===== src/rtl/uart_time_reporter.sv =====
// Formats a snapshot of the displayed time as "HH?LL[CR LF]" and streams it byte-by-byte into
// the UART transmitter using a tx_start/tx_done handshake.
module uart_time_reporter #(
    parameter logic [7:0] SEP_DOT   = 8'h2E,
    parameter logic [7:0] SEP_COLON = 8'h3A,
    parameter bit         SEND_CRLF = 1'b1
) (
    input  logic       clk,
    input  logic       reset,
    input  logic       req,
    input  logic       auto_en,
    input  logic [6:0] digit_h,
    input  logic [6:0] digit_l,
    input  logic       dot,
    input  logic       tx_done,
    output logic       tx_start,
    output logic [7:0] tx_data,
    output logic       busy,
    output logic       msg_done
);

    typedef enum logic [1:0] {StIdle, StSend, StWait} state_e;

    localparam logic [2:0] LastIdx = SEND_CRLF ? 3'd6 : 3'd4;

    // Binary 0..99 to one ASCII digit; values above 99 clamp to 99.
    function automatic logic [7:0] digit_ascii(input logic [6:0] value, input logic want_tens);
        logic [6:0] rem;
        logic [3:0] tens;
        rem  = (value > 7'd99) ? 7'd99 : value;
        tens = 4'd0;
        for (int i = 0; i < 9; i++) begin
            if (rem >= 7'd10) begin
                rem  = rem - 7'd10;
                tens = tens + 4'd1;
            end
        end
        return want_tens ? {4'h3, tens} : {4'h3, rem[3:0]};
    endfunction

    function automatic logic [7:0] msg_byte(input logic [2:0] idx, input logic [6:0] h,
                                            input logic [6:0] l, input logic d);
        logic [7:0] b;
        case (idx)
            3'd0:    b = digit_ascii(h, 1'b1);
            3'd1:    b = digit_ascii(h, 1'b0);
            3'd2:    b = d ? SEP_DOT : SEP_COLON;
            3'd3:    b = digit_ascii(l, 1'b1);
            3'd4:    b = digit_ascii(l, 1'b0);
            3'd5:    b = 8'h0D;
            3'd6:    b = 8'h0A;
            default: b = 8'h00;
        endcase
        return b;
    endfunction

    state_e     state_q, state_d;
    logic       pending_q, pending_d;
    logic [2:0] idx_q, idx_d;
    logic [6:0] prev_l_q;
    logic [6:0] snap_h_q, snap_h_d;
    logic [6:0] snap_l_q, snap_l_d;
    logic       snap_dot_q, snap_dot_d;
    logic       tx_start_q, tx_start_d;
    logic [7:0] tx_data_q, tx_data_d;
    logic       busy_q, busy_d;
    logic       msg_done_q, msg_done_d;
    logic       trig;

    always_comb begin
        trig       = req | (auto_en & (digit_l != prev_l_q));
        state_d    = state_q;
        pending_d  = pending_q;
        idx_d      = idx_q;
        snap_h_d   = snap_h_q;
        snap_l_d   = snap_l_q;
        snap_dot_d = snap_dot_q;
        tx_start_d = 1'b0;
        tx_data_d  = tx_data_q;
        busy_d     = busy_q;
        msg_done_d = 1'b0;

        case (state_q)
            StIdle: begin
                busy_d = 1'b0;
                if (trig || pending_q) begin
                    // Byte 0 comes straight from the inputs; the snapshot is not registered yet.
                    snap_h_d   = digit_h;
                    snap_l_d   = digit_l;
                    snap_dot_d = dot;
                    pending_d  = 1'b0;
                    idx_d      = 3'd0;
                    tx_start_d = 1'b1;
                    tx_data_d  = msg_byte(3'd0, digit_h, digit_l, dot);
                    busy_d     = 1'b1;
                    state_d    = StSend;
                end
            end
            StSend: begin
                if (trig) pending_d = 1'b1;
                state_d = StWait;
            end
            StWait: begin
                if (trig) pending_d = 1'b1;
                if (tx_done) begin
                    if (idx_q == LastIdx) begin
                        msg_done_d = 1'b1;
                        busy_d     = 1'b0;
                        state_d    = StIdle;
                    end else begin
                        idx_d      = idx_q + 3'd1;
                        tx_start_d = 1'b1;
                        tx_data_d  = msg_byte(idx_q + 3'd1, snap_h_q, snap_l_q, snap_dot_q);
                        state_d    = StSend;
                    end
                end
            end
            default: state_d = StIdle;
        endcase
    end

    always_ff @(posedge clk) begin
        if (!reset) begin
            state_q    <= StIdle;
            pending_q  <= 1'b0;
            idx_q      <= 3'd0;
            prev_l_q   <= 7'd0;
            snap_h_q   <= 7'd0;
            snap_l_q   <= 7'd0;
            snap_dot_q <= 1'b0;
            tx_start_q <= 1'b0;
            tx_data_q  <= 8'h00;
            busy_q     <= 1'b0;
            msg_done_q <= 1'b0;
        end else begin
            state_q    <= state_d;
            pending_q  <= pending_d;
            idx_q      <= idx_d;
            prev_l_q   <= digit_l;
            snap_h_q   <= snap_h_d;
            snap_l_q   <= snap_l_d;
            snap_dot_q <= snap_dot_d;
            tx_start_q <= tx_start_d;
            tx_data_q  <= tx_data_d;
            busy_q     <= busy_d;
            msg_done_q <= msg_done_d;
        end
    end

    assign tx_start = tx_start_q;
    assign tx_data  = tx_data_q;
    assign busy     = busy_q;
    assign msg_done = msg_done_q;

endmodule


===== config.mk =====
export PLATFORM = sky130hd
export DESIGN_NAME = uart_time_reporter
export DESIGN_NICKNAME = d
export VERILOG_FILES = /design/src/rtl/uart_time_reporter.sv
export SDC_FILE = /design/constraint.sdc
export NUM_CORES = 1
export LEC_CHECK = 0
export ABC_AREA = 1
export BUFFER_PORTS_ARGS = -buffer_cell sky130_fd_sc_hd__buf_2
export CORE_MARGIN = 3
export CORE_UTILIZATION = 35
export DETAILED_ROUTE_END_ITERATION = 10
export GPL_TIMING_DRIVEN = 0
export HOLD_SLACK_MARGIN = 0.03
export PLACE_DENSITY = 0.61
export SYNTH_ARGS = -nofsm -noshare
export SYNTH_HDL_FRONTEND = slang
export SYNTH_SLANG_ARGS = --single-unit

===== constraint.sdc =====
create_clock -name clk -period 11.84 [get_ports clk]
set_input_delay 2.96 -clock clk [delete_from_list [all_inputs] [get_ports clk]]
set_output_delay 2.96 -clock clk [all_outputs]
set_load 0.02 [all_outputs]

==> impl_metrics.csv, run 1 <==
group,metric,value,unit
timing,fin_crit,10.92,ns
synthesis,async_flop_share,0,%
floorplanning,die_y,165.4,um
cells_and_area,final_cells,1894,
routing,wl_per_cell,10.08,um
setup_path,crit_path_max_incr_delay,0.28,ns
floorplanning,start_util,36.06,%
setup_path,crit_path_frequent_cell,"inv_1",
synthesis,ys_seq_elements,37,
setup_path,crit_required,12.01,ns
hold_path,hp-class,"reg2reg",
routing,drt-met1-wl,9784,um
floorplanning,rows,57,
cells_and_area,layout_commonest_cell,"nand2_1",
synthesis,yosys_warnings,0,
global_routing,gr-usage-all-layers,14.28,%
cells_and_area,drive_gt1_share,20.98,%
setup_path,crit_fanout,10,
synthesis,yosysUniqueCellTypes,59,
global_routing,grt_pass1_wl,34060,um
setup_path,r2r-start,"snap_h_q[3]",
timing,relSlewSlack,59.87,%
setup_path,critical_path.endpoint_type,"register",
setup_path,start_kind,"input port",
cells_and_area,mostFrequentLayoutCells,"nand2_1, inv_1, nand3_1, nand2_2, ha_1",
synthesis,ys_seq_area_share,8.325,%
clocking,clk_path_buf_depth,2,
floorplanning,die-area,27370,sq um
global_routing,grt_overflow_total,0,
routing,viasPerCell,4.624,
routing,via_count,8758,
global_routing,antenna_found_initial,2,
setup_path,r2r_slack,3.17,ns
synthesis,synth-edff-count,0,
cells_and_area,nets,1661,
place,io_buffers,28,
hold_path,hold_start,"tx_data[5]",
synthesis,synthesis.instances,1527,
setup_path,crit_arrival,11.09,ns
clocking,clk_pin_slew,0.05,ns
timing,fmax,0.09159,GHz
floorplanning,die_w,165.4,um
clocking,cts_buffers,5,
setup_path,r2r_end,"tx_data[2]",
routing,wl,19100,um
place,gp_congestion,0.8634,
place,dp_cells,1880,
clocking,insertion_delay,0.28,ns
run_status,status,"complete, no violations",
routing,top_layer_used,"met5",
global_routing,grt_max_degree,11,
floorplanning,pin_count,31,
timing,drv_slew,0,
setup_path,critPathKind,"in2reg",
timing,skew,0.003217,ns
clocking,cts_tree,"built",
cells_and_area,nFillCells,2727,
clocking,h-tree-depth,2,
setup_path,r2r_cells,81,
timing,worst_pin_slew,0.5997,ns
timing,finalCritPeriodShare,92.22,%
routing,wl_met3,419,um
routing,drc,0,
place,hpwl,16420,um
clocking,cts_sinks,37,
synthesis,syn-mean-instance-area,5.827,sq um
synthesis,synth_flop_cell,"dfxtp_1",
setup_path,slowest_stage,"ha_1",
flow_run,cap_violations,0,
routing,wl_met2,8676,um
hold_path,hold_end,"tx_data[5]",
timing,final.setup.tns,0,ns
hold_path,hold_path_depth,2,
routing,drt-pass1-iter-count,5,
floorplanning,core,24680,sq um
cells_and_area,syn_to_final_growth,8.986,%
global_routing,grt_pass1_vias,7957,
timing,final_hold_viol_count,0,
synthesis,synthesis.area,8897,sq um
routing,ant_nets,0,
timing,finalSetupViolCount,0,
routing,drt_iter0_markers,290,
clocking,cts_root_buf,"clkbuf_16",
-- layer usage --
metal	GRT usage [%]	vias up
li1	-	4864
met1	18.88	3828
met2	25.25	48
met3	1.472	16
met4	2.722	2
met5	0	-
-- sequential cells by signal (all words and copies together), names as in the netlist --
| name | flops |
|---|---|
| busy | 1 |
| idx_q | 3 |
| msg_done | 1 |
| pending_q | 1 |
| prev_l_q | 7 |
| snap_dot_q | 1 |
| snap_h_q | 7 |
| snap_l_q | 7 |
| state_q | 2 |
| tx_data | 6 |
| tx_start | 1 |
-- how the worst max path moves through the flow --
stage | start | to | slack (ns) | cells after the start
4_1_cts | digit_h[2] | tx_data[1] | 0.53 | 78
3_5_place_dp | digit_h[2] | tx_data[1] | 0.28 | 77
3_3_place_gp | digit_h[2] | tx_data[1] | 0.35 | 78
5_1_grt | digit_h[5] | tx_data[1] | -0.02 | 81
2_1_floorplan | digit_h[2] | tx_data[1] | 1.37 | 77
6_report | digit_h[5] | tx_data[1] | 0.92 | 80
-- cells by family (layout without fill, tap and decap cells) --
| group | count (synthesis) | in the layout | share of synthesized area [%] |
|---|---|---|---|
| AO/OA/AOI/OAI | 134 | 134 | 9.268 |
| XOR/XNOR | 43 | 43 | 4.556 |
| adder cells (fa/ha/maj) | 73 | 73 | 10.27 |
| buffers and inverters | 283 | 323 | 12.90 |
| flip-flops | 37 | 37 | 8.325 |
| multiplexers | 1 | 1 | 0.1266 |
| other | 1 | 4 | 0.04215 |
| AND/OR/NAND/NOR | 955 | 955 | 54.52 |
-- critical path: cells and delay by family --
| kind | cells | cell delay, ns |
|---|---|---|
| buffers and inverters | 23 | 1.73 |
| XOR/XNOR | 1 | 0.20 |
| adder cells (fa/ha/maj) | 9 | 1.53 |
| AO/OA/AOI/OAI | 4 | 0.57 |
| AND/OR/NAND/NOR | 43 | 4.09 |
-- cell usage after synthesis (6+ instances only) --
cell type / number / area share (%)
nand2_1: 481 / 20
inv_1: 228 / 9.6
nand3_1: 142 / 8.0
nand2_2: 115 / 8.1
ha_1: 73 / 10
nor2_1: 71 / 3.0
o21ai_0: 47 / 2.6
a21oi_1: 40 / 2.3
dfxtp_1: 37 / 8.3
inv_2: 31 / 1.3
nand3_2: 28 / 3.2
nand2_4: 25 / 3.2
xor2_1: 23 / 2.3
nor2_2: 21 / 1.5
nor2_4: 20 / 2.5
nand4_1: 18 / 1.3
xnor2_1: 17 / 1.7
nand3b_1: 11 / 0.93
o21ai_1: 11 / 0.62
buf_6: 8 / 1.0
a21oi_2: 6 / 0.59
o21ai_2: 6 / 0.59
-- stage by stage --
| step | hold slack [ns] | util (%) | worst slack, ns | instance area [sq um] |
|---|---|---|---|---|
| 5_1_grt | 0.5059 | 39.29 | -0.01902 | 9694 |
| 3_3_place_gp | 0.4622 | 38.28 | 0.3480 | 9447 |
| 6_report | 0.4850 | 39.30 | 0.9213 | 9697 |
| 2_1_floorplan | 0.4307 | - | 1.374 | 8901 |
| 3_5_place_dp | 0.4801 | 38.28 | 0.2778 | 9447 |
| 4_1_cts | 0.4916 | 38.86 | 0.5269 | 9589 |
-- what timing repair did --
item,4_1_cts,5_1_grt
hold buffers,0,0
setup buffers,0,5
gates resized for setup,0,14
endpoints found under the setup margin,0,4
-- final cells by class --
class	instances	area (sq um)	area share, %
timing repair buffer	33	177.7	1.832
inverter	267	1010	10.41
tap	324	405.4	4.181
multi-input combinational	1208	7078	72.99
buffer	16	137.6	1.419
sequential	37	740.7	7.639
antenna	2	5.005	0.05161
clock buffer	7	142.6	1.471
Power of run 1 is not shown: default switching activity piles up to over one toggle a cycle in this logic, so the estimate is an artifact.
==> inputs of run 2 (changes only) <==
CORE_UTILIZATION = 45   (was 35)
PLACE_DENSITY = 0.72   (was 0.61)
SKIP_CTS_REPAIR_TIMING = 1   (was not set)
==> impl_metrics.csv, run 2 (synthesis results as in run 1) <==
group,metric,value,unit
hold_path,hp-class,"reg2reg",
cells_and_area,syn_to_final_growth,8.550,%
flow_run,cap_violations,0,
cells_and_area,diodes,0,
clocking,clk_path_buf_depth,2,
floorplanning,core,19080,sq um
global_routing,gr-usage-all-layers,17.16,%
routing,drt-pass1-iter-count,5,
setup_path,critPathKind,"in2reg",
timing,fin_crit,10.95,ns
run_status,status,"complete, no violations",
setup_path,critical_path.endpoint_type,"register",
floorplanning,pin_count,31,
cells_and_area,mostFrequentLayoutCells,"nand2_1, inv_1, nand3_1, nand2_2, ha_1",
setup_path,crit_fanout,10,
timing,finalCritPeriodShare,92.46,%
global_routing,grt_pass1_vias,8094,
routing,drt_iter0_markers,305,
setup_path,crit_path_frequent_cell,"inv_1",
hold_path,hold_start,"snap_dot_q",
floorplanning,rows,50,
global_routing,grt_pass1_wl,33290,um
place,dp_cells,1816,
global_routing,grt_max_degree,13,
routing,viasPerCell,4.842,
setup_path,r2r-start,"snap_l_q[3]",
cells_and_area,reg_top3,"prev_l_q x7, snap_h_q x7, snap_l_q x7",
timing,worst_slack,0.8929,ns
setup_path,crit_arrival,11.12,ns
floorplanning,die-area,21490,sq um
place,hpwl,15830,um
place,pre_cts_slack,0.2607,ns
floorplanning,die_w,146.6,um
setup_path,crit_start,"digit_h[5]",
routing,via_count,8860,
routing,wl,18710,um
global_routing,grt_overflow_total,0,
cells_and_area,nFillCells,1957,
clocking,clk_pin_slew,0.06,ns
floorplanning,die_y,146.6,um
clocking,cts_buffers,5,
cells_and_area,drive_gt1_share,21.46,%
timing,finalSetupViolCount,0,
routing,ant_nets,0,
timing,skew,0.003378,ns
cells_and_area,layout_commonest_cell,"nand2_1",
place,gp_congestion,0.8238,
setup_path,crit_required,12.01,ns
floorplanning,start_util,46.63,%
cells_and_area,final_cells,1830,
routing,wl_per_cell,10.23,um
clocking,cts_tree,"built",
timing,final_hold_viol_count,0,
setup_path,start_kind,"input port",
clocking,insertion_delay,0.28,ns
cells_and_area,nets,1662,
timing,worst_pin_slew,0.6147,ns
routing,drc,0,
clocking,h-tree-depth,2,
place,io_buffers,28,
global_routing,antenna_found_initial,3,
clocking,cts_root_buf,"clkbuf_16",
timing,drv_slew,0,
timing,fmax,0.09135,GHz
setup_path,slowest_stage,"ha_1",
clocking,cts_sinks,37,
setup_path,crit_path_max_incr_delay,0.27,ns
timing,relSlewSlack,58.87,%
## run 2: changes by cell type in the layout (fill, tap and decap cells not counted), sizes merged
| cell | previous run | this run |
|---|---|---|
| diode | 2 | 0 |
| buf | 43 | 44 |
| inv | 259 | 260 |
## run 2: area by class of cell
| type | instances | area, sq um | area share (%) |
|---|---|---|---|
| Tap cell | 260 | 325.3 | 3.368 |
| Buffer | 16 | 141.4 | 1.464 |
| Multi-Input combinational cell | 1208 | 7094 | 73.46 |
| Clock buffer | 7 | 152.6 | 1.581 |
| Inverter | 267 | 1010 | 10.45 |
| Sequential cell | 37 | 740.7 | 7.669 |
| Clock inverter | 1 | 8.758 | 0.09069 |
| Timing Repair Buffer | 34 | 185.2 | 1.917 |
## run 2: critical path: cells and delay by family
kind,cells,cell delay [ns]
buf+inv,20,1.45
simple gates,42,3.93
xor+xnor,1,0.20
fa+ha+maj,9,1.53
compound gates,6,1.00
## run 2: final timing paths
check,to,slack [ns],cells past startpoint
max,tx_data[1],0.89,78
min,tx_data[4],0.47,1
max reg2reg,tx_data[2],3.15,80
min reg2reg,tx_data[4],0.47,1
## run 2: through the flow
| stage | instance area [sq um] | hold slack [ns] | util (%) | setup TNS [ns] |
|---|---|---|---|---|
| floorplan | 8901 | 0.4307 | - | 0 |
| global placement | 9366 | 0.4574 | 49.09 | 0 |
| detailed placement | 9366 | 0.4576 | 49.09 | 0 |
| CTS | 9528 | 0.4679 | 49.93 | 0 |
| global route | 9658 | 0.4971 | 50.62 | -0.02921 |
| finish | 9658 | 0.4734 | 50.62 | 0 |
## run 2: routing by layer
layer / part of all wire [%] / vias to the layer above / global-route usage (%)
li1: - / 4867 / -
met4: 1.1 / 6 / 2.822
met2: 48 / 102 / 31.62
met3: 3.1 / 22 / 1.924
met5: 0.18 / - / 0
met1: 48 / 3863 / 21.75
Power of run 2 is left out for the same reason.
